[config.mk]
export PLATFORM = sky130hd
export DESIGN_NAME = fetch_ctrl
export DESIGN_NICKNAME = d
export VERILOG_FILES = /design/src/rtl/fetch_ctrl.sv
export SDC_FILE = /design/constraint.sdc
export NUM_CORES = 1
export LEC_CHECK = 0
export BUFFER_PORTS_ARGS = -buffer_cell sky130_fd_sc_hd__buf_2
export CAP_MARGIN = 10
export CORE_UTILIZATION = 41
export CTS_CLUSTER_SIZE = 16
export DETAILED_ROUTE_END_ITERATION = 7
export PLACE_DENSITY = 0.86
export SLEW_MARGIN = 20
export SYNTH_ARGS = -nofsm -noshare
export SYNTH_HDL_FRONTEND = slang
export SYNTH_SLANG_ARGS = --single-unit
export TNS_END_PERCENT = 1
[constraint.sdc]
create_clock -name clk -period 3.3 [get_ports clk]
set_input_delay 0.33 -clock clk [delete_from_list [all_inputs] [get_ports clk]]
set_output_delay 0.33 -clock clk [all_outputs]
set_load 0.02 [all_outputs]
[src/rtl/fetch_ctrl.sv]
// Fetch controller: issues one instruction-memory read at the current PC, waits for the
// response, then presents the instruction to decode under valid/ready. It also drives the
// PC register's write port for sequential advance, redirects and halt.
module fetch_ctrl (
  input  logic        clk,
  input  logic        rst,
  input  logic [15:0] curr_pc,
  output logic [15:0] pc_new,
  output logic        pc_write,
  output logic        imem_req,
  output logic [15:0] imem_addr,
  input  logic        imem_done,
  input  logic [15:0] imem_rdata,
  input  logic        redirect_valid,
  input  logic [15:0] redirect_pc,
  input  logic        halt,
  output logic        if_valid,
  output logic [15:0] if_instr,
  output logic [15:0] if_pc_plus2,
  input  logic        if_ready,
  output logic        halted
);

  typedef enum logic [1:0] {StFetch, StWait, StHold, StHalted} state_e;

  state_e      state_q;
  logic        flush_q;   // response of the outstanding request must be dropped
  logic [15:0] pc_plus2;
  logic        redirect_act;
  logic        seq_write;

  assign pc_plus2     = curr_pc + 16'd2;
  assign redirect_act = redirect_valid && (state_q != StHalted);
  // A halt in the response cycle discards the data, so no sequential advance then.
  assign seq_write    = (state_q == StWait) && imem_done && !flush_q && !halt;

  // Request and PC-write outputs; redirect outranks the sequential +2 write.
  always_comb begin
    imem_req  = 1'b0;
    pc_write  = 1'b0;
    pc_new    = 16'h0000;
    imem_addr = curr_pc;
    if (rst) begin
      imem_req = (state_q == StFetch);
      if (redirect_act) begin
        pc_write = 1'b1;
        pc_new   = redirect_pc;
      end else if (seq_write) begin
        pc_write = 1'b1;
        pc_new   = pc_plus2;
      end
    end
  end

  // Fetch FSM with registered decode-side outputs.
  always_ff @(posedge clk) begin
    if (!rst) begin
      state_q     <= StFetch;
      flush_q     <= 1'b0;
      if_valid    <= 1'b0;
      if_instr    <= 16'h0000;
      if_pc_plus2 <= 16'h0000;
      halted      <= 1'b0;
    end else begin
      case (state_q)
        StFetch: begin
          if (redirect_valid) begin
            // The request just issued targets the old PC; its response is stale.
            state_q <= StWait;
            flush_q <= 1'b1;
          end else if (halt) begin
            state_q <= StHalted;
            halted  <= 1'b1;
          end else begin
            state_q <= StWait;
            flush_q <= 1'b0;
          end
        end
        StWait: begin
          if (redirect_valid) begin
            if (imem_done) begin
              state_q <= StFetch;
              flush_q <= 1'b0;
            end else begin
              flush_q <= 1'b1;
            end
          end else if (halt) begin
            state_q <= StHalted;
            flush_q <= 1'b0;
            halted  <= 1'b1;
          end else if (imem_done) begin
            flush_q <= 1'b0;
            if (flush_q) begin
              state_q <= StFetch;
            end else begin
              state_q     <= StHold;
              if_valid    <= 1'b1;
              if_instr    <= imem_rdata;
              if_pc_plus2 <= pc_plus2;
            end
          end
        end
        StHold: begin
          if (redirect_valid) begin
            state_q  <= StFetch;
            if_valid <= 1'b0;
          end else if (halt) begin
            state_q  <= StHalted;
            if_valid <= 1'b0;
            halted   <= 1'b1;
          end else if (if_ready) begin
            state_q  <= StFetch;
            if_valid <= 1'b0;
          end
        end
        StHalted: begin
          state_q <= StHalted;
        end
        default: begin
          state_q <= StFetch;
        end
      endcase
    end
  end

endmodule

* Word-level counts from Yosys, hierarchy flattened *
Cells that the tools add are included.
Widths: inputs -> output; s select.

storage, ports and cells
  word-level logic and storage cells = 71
  bits of input ports = 54
  output and inout bits = 68
  bits in registers = 37

operators by class
  mux-type cells = 33
  bitwise gates (word level) = 3
  add/sub/neg operators = 1
  equal/unequal tests = 13
  reduce and logical (&&, ||, !) cells = 15

operators with widths
  kind                   number
  $mux 16                3
  $mux 2                 10
  $mux 1                 17
  $add 16x2->16 const B  1
  $ne 2x2->1 const B     5
  $ne 3x3->1 const B     3
  $reduce_and 3->1       3
  $ne 4x4->1 const B     2
  $pmux 2 s4             1
  $reduce_and 6->1       1
  $reduce_and 5->1       1
  $eq 2x2->1 const B     2
  $logic_and 1x1->1      4
  $pmux 1 s2             2
  $reduce_bool 2->1      2
  $not 1->1              3
  $reduce_or 3->1        1
  $eq 2x1->1 const B     1
  $logic_not 1->1        2
  $logic_not 2->1        1

* Logic depth before layout (Yosys ltp) *
Gate-level depths: netlist of the first run.

  depth in word-level cells = 7
  gate-level depth with buffers = 6
  depth with buffers taken out = 5

* Least setup slack after synthesis of the first run *
No wires, ideal clock.

  path type = input -> output
  start = in redirect_valid
  end = out pc_new[10]
  path buffers = 1
  path slack = 1328 ps
  arrival = 1642 ps
  data required time = 2970 ps
  stages = 4
  cell sequence = buf_2 > nor4_4 > nand2_1 > o21ai_0

on the way
  word-level cells in the longest chain between the ends = 3

RTL lines
  what               line  RTL
  from (decl)        14    input logic redirect_valid,
  $logic_and 1x1->1  33    assign redirect_act = redirect_valid && (state_q != StHalted);
  $mux 16            45    if (redirect_act) begin
  $mux 16            43    if (rst) begin
  to (decl)          8     output logic [15:0] pc_new,

No other way between the ends.

* Worst setup path in the final report of the first run *
  start = reg state_q[0]
  end = out pc_new[1]

on the way
  word-level cells in the longest chain between the ends = 7
  elaborated cells between the ends (all ways) = 9
  classes of those cells = eq/ne (2); mux (3); reduce/logical (4)

RTL lines
  what                            line  RTL
  from (decl)                     26    state_e state_q;
  from (signal assigned)          58    state_q <= StFetch;
  from (signal assigned)          69    state_q <= StWait;
  from (signal assigned)          72    state_q <= StHalted;
  $eq 2x1->1                      35    assign seq_write = (state_q == StWait) && imem_done && !flush_q && !halt;
  $logic_and 1x1->1 (3 in a row)  35
  $mux 16                         48    end else if (seq_write) begin
  $mux 16 *                       45
  $mux 16 *                       43

Mark *: on every way between the ends. The rest lies on a longest branch, timed or not.

==> results of run 1 <==
-- registers in the layout, indices dropped and copies added, names as in the netlist --
name         flops
flush_q          1
halted           1
if_instr        16
if_pc_plus2     16
if_valid         1
state_q          2
-- final cells by class --
cell class	count	area (um2)	area share, %
multi-input cells	185	1050	40.5
repair buffers	125	636	24.4
flip-flops and latches	37	741	28.5
inverters	1	3.75	0.144
clock inverters	1	5.00	0.192
clock buffers	7	96.3	3.71
well taps	52	65.1	2.50
-- metal layers --
| metal | wire, um | vias up |
|---|---|---|
| li1 | - | 1055 |
| met1 | 2250 | 922 |
| met2 | 2520 | 84 |
| met3 | 251 | 16 |
| met4 | 111 | 0 |
| met5 | 0 | - |
-- stage by stage --
stage / utilization (%) / setup slack, ns / total power, uW / instances / cell area, um2
after floorplan: - / 1.33 / 610 / 253 / 1980
after global placement: 55.5 / 1.07 / 679 / 400 / 2500
after detailed placement: 55.5 / 0.960 / 683 / 400 / 2500
after CTS: 57.7 / 0.649 / 1020 / 408 / 2600
after global routing: 57.7 / 0.545 / 1060 / 408 / 2600
final: 57.7 / 0.663 / 1010 / 408 / 2600
-- logic make-up (layout without fill, tap and decap cells) --
logic type,after synthesis,in the layout
simple gates,101,101
compound gates,70,70
flops,37,37
buf+inv,31,134
xor+xnor,13,13
fa+ha+maj,1,1
-- worst min-delay path, delay by kind of cell --
kind | cells | cell delay [ns]
AOI/OAI and AO/OA | 1 | 0.05
buffers and inverters | 1 | 0.09
and+or+nand+nor | 1 | 0.04
-- worst max path at each step --
| stage | endpoint | slack (ns) | depth (start not counted) |
|---|---|---|---|
| 2_1_floorplan | pc_new[10] | 1.33 | 4 |
| 3_3_place_gp | pc_new[1] | 1.07 | 5 |
| 3_5_place_dp | pc_new[1] | 0.96 | 5 |
| 4_1_cts | pc_new[1] | 0.65 | 5 |
| 5_1_grt | pc_new[1] | 0.55 | 5 |
| 6_report | pc_new[1] | 0.66 | 5 |
-- power breakdown --
| group | switching (uW) | leakage (uW) | total [uW] | internal (uW) |
|---|---|---|---|---|
| registers | 10.7 | 0.000300 | 470 | 460 |
| clock network | 149 | 0.0000542 | 338 | 189 |
| logic | 121 | 0.000893 | 203 | 81.6 |
| total | 281 | 0.00125 | 1010 | 730 |
-- cells in the final DEF, fill, tap and decap left out, types with 5 or more instances in the layout --
cell,Yosys,routed
xnor2_1,10,10
dfxtp_1,37,37
a21boi_0,6,6
a21oi_1,14,14
clkbuf_8,0,7
o21ai_0,11,11
a21boi_1,21,21
nand2_1,67,67
buf_2,8,121
o21ai_1,10,10
nand3_1,5,5
==> impl_metrics.toml, run 1 <==
[sta]
period_share_pct = 79.9
slew_violations = 0
worst_pin_slew_ns = 0.682
maxClockFrequency_mhz = 379
rsz0062_at_grt = "no"
finalCriticalPeriod_ns = 2.64
hold_viol_final = 0
finClkSkew_ns = 0.00347
slew-limit-headroom_pct = 54.5
tns_ns = 0
setup_violations = 0
fin_hold_ws_ns = 0.282

[flow_run]
cap_violations = 0

[worst_setup_path]
critPathSlowestCell = "or4_1"
cp.required_ns = 2.97
cp_max_fo = 22
arrival_ns = 2.31
max_stage_delay_ns = 0.82
startpoint = "state_q[0]$_SDFFE_PN0P_"
rr_worst_depth = 4
crit_buf_inv = 1
timing.rr.start = "state_q[0]$_SDFFE_PN0P_"
cp_top_family = "simple AND/OR/NAND/NOR gates"
startpoint_type = "flip-flop"
crit_path_cell_trace = "nand2b_4 -> or4_1 -> a2bb2oi_1 -> nor2b_1 -> buf_2"
rr_endpoint = "if_pc_plus2[3]$_SDFFE_PN0P_"
crit_type = "reg2out"
ff2ff_setup_slack_ns = 1.46
endpoint_kind = "primary output"

[clock_network]
clock_sinks = 37
clock_latency_ns = 0.28
clockRootBuffer = "clkbuf_8"
cts_made_buffers = 5
cts_post_setup_buffers_inserted = 0
cts.path.max_buffers = 2
cts_max_level = 2
clk_pin_slew_ns = 0.07
cts_hold_buf = 0
cts_resized = 0
cts_tree = "done"

[hold_path]
min_path_cells = 3
holdPathEnd = "if_instr[0]$_SDFFE_PN0P_"
min_from = "imem_rdata[0]"
min_path_type = "in2reg"

[synth]
synth_commonest_cells = "nand2_1 (67), dfxtp_1 (37), a21boi_1 (21)"
synthCells = 253
synth.most_common_cell = "nand2_1"
synth_area_um2 = 1980
synth.distinct_cells = 35
synth-simple-area-share_pct = 24.1
synth-edff-count = 0
synthAdderAreaFrac_pct = 0.632
ys_seq_area_share_pct = 37.4
synth_xor_area_share_pct = 5.75
synthArstFlopShare_pct = 0
synthMuxAreaShare_pct = 0
synth_top_area_cell = "dfxtp_1"
avgSynthCellArea_um2 = 7.83
synth_top_family_by_area = "simple AND/OR/NAND/NOR gates"
synth_ff_type = "dfxtp_1"
synth_nets = 308
synth_top_area_share_pct = 37.4
synth_area_leaders = "dfxtp_1 (37%), nand2_1 (13%), a21boi_1 (8.0%)"
synth_warnings = 0
synth_compound_area_share_pct = 22.7
synth-seq-cells = 37

[detailed_routing]
wl_per_cell_um = 12.6
vias_per_cell = 5.09
finalWirelength_um = 5130
drtPass1Iterations = 4
antenna_left = 0
dr.first_iter.drc_count = 119
routed-via-count = 2077
drc = 0

[power_and_ir_drop]
max-vdd-ir-drop_mv = 0.142
p_leak_uw = 0.00125
power.density_nw_per_um2 = 389

[grt]
met3_usage_pct = 2.81
antenna_found_initial = 0
grt_pass1_vias = 1811
use_met1_pct = 23.9
grt.busiest_layer = "met2"
grt_util_met2_pct = 35.9
grt_max_degree = 27
grt_pass1_wl_um = 8090
grtUsageTotal_pct = 20.0
overflow = 0

[layout]
drive_gt1_share_pct = 38.5
antennaDiodeCount = 0
nNetsFinal = 410
fillCellCount = 394
syn2layout_area_growth_pct = 31.3

[placed_design]
place.gp.congestion = 0.859
port_buffers = 121
hpwl_um = 3960

[die]
fp.dieW_um = 71.5
fp.dieH_um = 71.5
rows = 24
die_area_um2 = 5110
initial_utilization_pct = 44.0
coreArea_um2 = 4500
boundaryPins = 122

[status]
outcome = "finished, final reports clean"
Power figures use the tool's default switching activity.
==> run 2: changes to the inputs <==
Settings changed: ABC_AREA from default to 1, CORE_UTILIZATION 41 to 39, PLACE_DENSITY 0.86 to 0.85.
Clock period 3.3 ns to 2.2 ns, I/O delays scaled along.
==> run 2 against run 1 <==
Against the previous run: clock skew grew 0.0043 ns; utilization shrank 4.2 points; first-iteration DRC count shrank 5.0%; sequential power grew 50%; final area grew 5.2%; highest routed layer unchanged; largest cell class unchanged; synthesized cell count grew 25%.
==> impl_metrics.toml, run 2 <==
[worst_setup_path]
endpoint_kind = "primary output"
rr_worst_depth = 7
cp.required_ns = 1.98
crit_type = "reg2out"
startpoint_type = "flip-flop"
arrival_ns = 1.82
cp_max_fo = 23

[die]
fp.dieH_um = 75
boundaryPins = 122
rows = 26
fp.dieW_um = 75
initial_utilization_pct = 40.7
die_area_um2 = 5630
coreArea_um2 = 5110

[sta]
finalCriticalPeriod_ns = 2.04
period_share_pct = 92.7
finClkSkew_ns = 0.00775
fin_hold_ws_ns = 0.166
slew-limit-headroom_pct = 74.3
slew_violations = 0
setup_violations = 0
hold_viol_final = 0
maxClockFrequency_mhz = 491
tns_ns = 0
worst_pin_slew_ns = 0.384
rsz0062_at_grt = "no"

[layout]
regArea_um2 = 741
multi_input_area_um2 = 1020
layout.cells.non_filler = 493
layout_common_cells = "buf_2 (121), nand2_1 (115), a21oi_1 (44)"
antennaDiodeCount = 0
drive_gt1_share_pct = 33.6
fillCellCount = 525
nNetsFinal = 477
biggestRegsByFlops = "if_instr x16, if_pc_plus2 x16, state_q x2"
syn2layout_area_growth_pct = 31.6
stdcell_area_um2 = 2740
final_common_cell = "buf_2"

[clock_network]
cts_max_level = 2
cts_tree = "done"
clockRootBuffer = "clkbuf_8"
cts.path.max_buffers = 2
clock_sinks = 37
cts_resized = 0
cts_post_setup_buffers_inserted = 0
cts_hold_buf = 0
cts_made_buffers = 5
clk_pin_slew_ns = 0.08
clock_latency_ns = 0.29

[detailed_routing]
drc = 0
antenna_left = 0
finalWirelength_um = 5880
dr.first_iter.drc_count = 113
vias_per_cell = 4.87
drtPass1Iterations = 4
wl_per_cell_um = 11.9
routed-via-count = 2401

[flow_run]
cap_violations = 0

[status]
outcome = "finished, final reports clean"

[synth]
synth_nets = 372
synth_commonest_cells = "nand2_1 (115), a21oi_1 (44), dfxtp_1 (37)"
synthArstFlopShare_pct = 0
synth.most_common_cell = "nand2_1"
synth_area_leaders = "dfxtp_1 (36%), nand2_1 (21%), a21oi_1 (11%)"
synth.distinct_cells = 29
avgSynthCellArea_um2 = 6.56
synth-edff-count = 0
synth_warnings = 0
synth_ff_type = "dfxtp_1"
synth_top_area_cell = "dfxtp_1"
synth-seq-cells = 37
synth_top_area_share_pct = 35.6
ys_seq_area_share_pct = 35.6
synthCells = 317
synth_area_um2 = 2080

[grt]
grtUsageTotal_pct = 20.7
grt_pass1_vias = 1990
overflow = 0
antenna_found_initial = 0
grt_max_degree = 30
grt_pass1_wl_um = 8770

[placed_design]
postPlaceCellArea_um2 = 2620
port_buffers = 121
hpwl_um = 4530
place.gp.congestion = 0.898
dp_cells = 485

[power_and_ir_drop]
power.density_nw_per_um2 = 593
power_frac_clock_pct = 36.3
p_sw_share_pct = 29.3
p_leak_uw = 0.00148
p_int_uw = 1150
power_frac_seq_pct = 43.5
pwr-share-comb_pct = 20.2
switchingPower_uw = 475
max-vdd-ir-drop_mv = 0.394

[hold_path]
min_path_type = "in2reg"
min_path_cells = 3
run 2: kinds of logic (layout without fill, tap and decap cells):
kind of cell / count (synthesis) / in the layout / synth area share (%)
and+or+nand+nor: 152 / 152 / 30.5
AOI/OAI and AO/OA: 62 / 62 / 16.1
DFF: 37 / 37 / 35.6
adders and majority gates: 1 / 1 / 0.602
buffers and inverters: 60 / 166 / 15.1
xor gates and xnor gates: 5 / 5 / 2.11
run 2: critical path, cell delays in order, from the launching register on:
cell      delay [ns]
dfxtp_1         0.41
inv_2           0.07
nor2_4          0.11
nand4_4         0.09
inv_2           0.32
o211ai_1        0.19
a21oi_1         0.15
buf_2           0.17
run 2: through the flow:
step	total power, uW	setup slack (ns)	utilization (%)
global route	1690	0.0284	53.6
detailed placement	1050	0.463	51.3
global placement	1040	0.454	51.3
finish	1620	0.162	53.6
floorplan	929	0.621	-
CTS	1640	0.156	53.6
run 2: power by group through the flow:
stage | clock network, uW | registers (uW) | logic [uW]
2_1_floorplan | 0 | 734 | 196
4_1_cts | 608 | 704 | 327
5_1_grt | 629 | 706 | 358
3_5_place_dp | 0 | 720 | 326
6_report | 589 | 705 | 327
3_3_place_gp | 0 | 719 | 320
run 2: area by class of cell:
class	count	share of cell area (%)
well taps	70	3.20
clock inverters	3	1.69
clock buffers	5	2.52
multi-input cells	220	37.5
inverters	31	4.25
flip-flops and latches	37	27.1
repair buffers	127	23.8
run 2: worst paths after layout:
path / startpoint / endpoint / slack (ns)
worst max-delay path: state_q[0]$_SDFFE_PN0P_ / pc_new[5] / 0.16
worst min-delay path: imem_rdata[12] / if_instr[12]$_SDFFE_PN0P_ / 0.17
worst max register to register: state_q[0]$_SDFFE_PN0P_ / if_instr[3]$_SDFFE_PN0P_ / 0.63
worst min register to register: if_instr[10]$_SDFFE_PN0P_ / if_instr[10]$_SDFFE_PN0P_ / 0.46
run 2: routing by layer:
layer	part of all wire, %	wire length (um)	track usage, %
met4	1.1	66	5.03
met5	0	0	0
met2	47	2780	35.6
met1	41	2430	25.5
met3	10	600	5.76
==> run 3: changes to the inputs <==
Settings changed: PLACE_DENSITY 0.85 to 0.81.
==> run 3 against run 2 <==
Against the previous run: global-route usage shrank 0.063 points; critical path depth is the same; clock power shrank 4.4%; setup slack gained 0.011 ns; final area shrank 0.37%; clock-buffer cell count is the same; register-to-register slack lost 0.03 ns; maximum frequency grew 0.55%; combinational power is essentially flat; largest power group unchanged; sequential power is essentially flat; first-iteration DRC count grew 28%.
==> impl_metrics.toml, run 3 (same netlist as run 2, synthesis figures left out) <==
[status]
outcome = "finished, final reports clean"

[grt]
grtUsageTotal_pct = 20.6
grt_pass1_wl_um = 8720
grt_max_degree = 28
antenna_found_initial = 0
grt_pass1_vias = 1953
overflow = 0

[sta]
period_share_pct = 92.1
tns_ns = 0
hold_viol_final = 0
rsz0062_at_grt = "no"
finClkSkew_ns = 0.00470
fin_hold_ws_ns = 0.178
slew_violations = 0
finalCriticalPeriod_ns = 2.03
setup_violations = 0
worst_pin_slew_ns = 0.389
maxClockFrequency_mhz = 493
slew-limit-headroom_pct = 74.0

[worst_setup_path]
arrival_ns = 1.81
startpoint = "state_q[0]$_SDFFE_PN0P_"
cp.required_ns = 1.98
crit_type = "reg2out"
endpoint_kind = "primary output"
timing.rr.start = "state_q[1]$_SDFFE_PN0P_"
cp_max_fo = 27
startpoint_type = "flip-flop"

[die]
fp.dieW_um = 75
rows = 26
die_area_um2 = 5630
fp.dieH_um = 75
initial_utilization_pct = 40.7
boundaryPins = 122
coreArea_um2 = 5110

[layout]
regArea_um2 = 741
final_common_cell = "buf_2"
multi_input_area_um2 = 1020
layout.cells.non_filler = 492
syn2layout_area_growth_pct = 31.1
layout_common_cells = "buf_2 (121), nand2_1 (115), a21oi_1 (44)"
drive_gt1_share_pct = 33.4
fillCellCount = 512
antennaDiodeCount = 0
nNetsFinal = 477
biggestRegsByFlops = "if_instr x16, if_pc_plus2 x16, state_q x2"

[clock_network]
cts_tree = "done"
clockRootBuffer = "clkbuf_8"
cts_hold_buf = 0
clock_latency_ns = 0.28
cts_max_level = 2
clk_pin_slew_ns = 0.08
cts.path.max_buffers = 2
cts_made_buffers = 5
clock_sinks = 37

[placed_design]
port_buffers = 121
hpwl_um = 4480
place.gp.congestion = 0.898
dp_cells = 485

[detailed_routing]
finalWirelength_um = 5870
drtPass1Iterations = 4
antenna_left = 0
wl_per_cell_um = 11.9
dr.first_iter.drc_count = 145
routed-via-count = 2337
vias_per_cell = 4.75
drc = 0

[power_and_ir_drop]
p_leak_uw = 0.00148
power.density_nw_per_um2 = 585
total_power_uw = 1590
max-vdd-ir-drop_mv = 0.377

[flow_run]
cap_violations = 0

[hold_path]
min_path_type = "in2reg"
min_from = "imem_rdata[7]"
==> run 3: cell count changes in the layout (fill, tap and decap cells not counted), sizes merged <==
cell	change
clkinvlp	-1
clkinv	+1
inv	-1
==> run 3: final timing paths <==
path	endpoint	slack (ns)	cells past startpoint
worst max-delay path	pc_new[5]	0.17	7
worst min-delay path	if_instr[7]$_SDFFE_PN0P_	0.18	3
worst max register to register	if_pc_plus2[12]$_SDFFE_PN0P_	0.60	7
worst min register to register	if_instr[4]$_SDFFE_PN0P_	0.46	2
==> run 3: where the power goes <==
| part | internal (uW) | switching (uW) | total [uW] |
|---|---|---|---|
| clock | 330 | 233 | 563 |
| sequential | 689 | 15.7 | 705 |
| combinational | 118 | 209 | 327 |
==> run 3: layout make-up <==
class                           count  share of cell area [%]
Clock buffer                        5                    2.53
Clock inverter                      2                    1.29
Inverter                           31                    4.32
Multi-Input combinational cell    220                    37.6
Sequential cell                    37                    27.2
Tap cell                           70                    3.21
Timing Repair Buffer              127                    23.9
==> run 3: stage by stage <==
step / util [%] / worst slack, ns / cell area, um2
finish: 53.4 / 0.173 / 2730
detailed placement: 51.3 / 0.386 / 2620
global placement: 51.3 / 0.446 / 2620
global route: 53.4 / 0.0297 / 2730
floorplan: - / 0.621 / 2080
CTS: 53.3 / 0.0713 / 2720
==> run 3: worst max-delay path: stages, from the launching register on <==
cell      delay [ns]
dfxtp_1         0.42
inv_2           0.08
nor2_4          0.11
nand4_4         0.10
clkinv_2        0.30
o211ai_1        0.19
a21oi_1         0.15
buf_2           0.17
==> run 3: metal layers <==
| metal | vias up | part of all wire (%) | GRT usage, % |
|---|---|---|---|
| li1 | 1205 | - | - |
| met1 | 1026 | 45 | 26.1 |
| met2 | 102 | 47 | 34.8 |
| met3 | 4 | 8.1 | 5.35 |
| met4 | 0 | 0.39 | 5.24 |
| met5 | - | 0 | 0 |
==> run 3: timing repair <==
action | 4_1_cts | 5_1_grt
setup buffers | 0 | 0
setup endpoints to repair | 0 | 6
gates resized for setup | 0 | 1
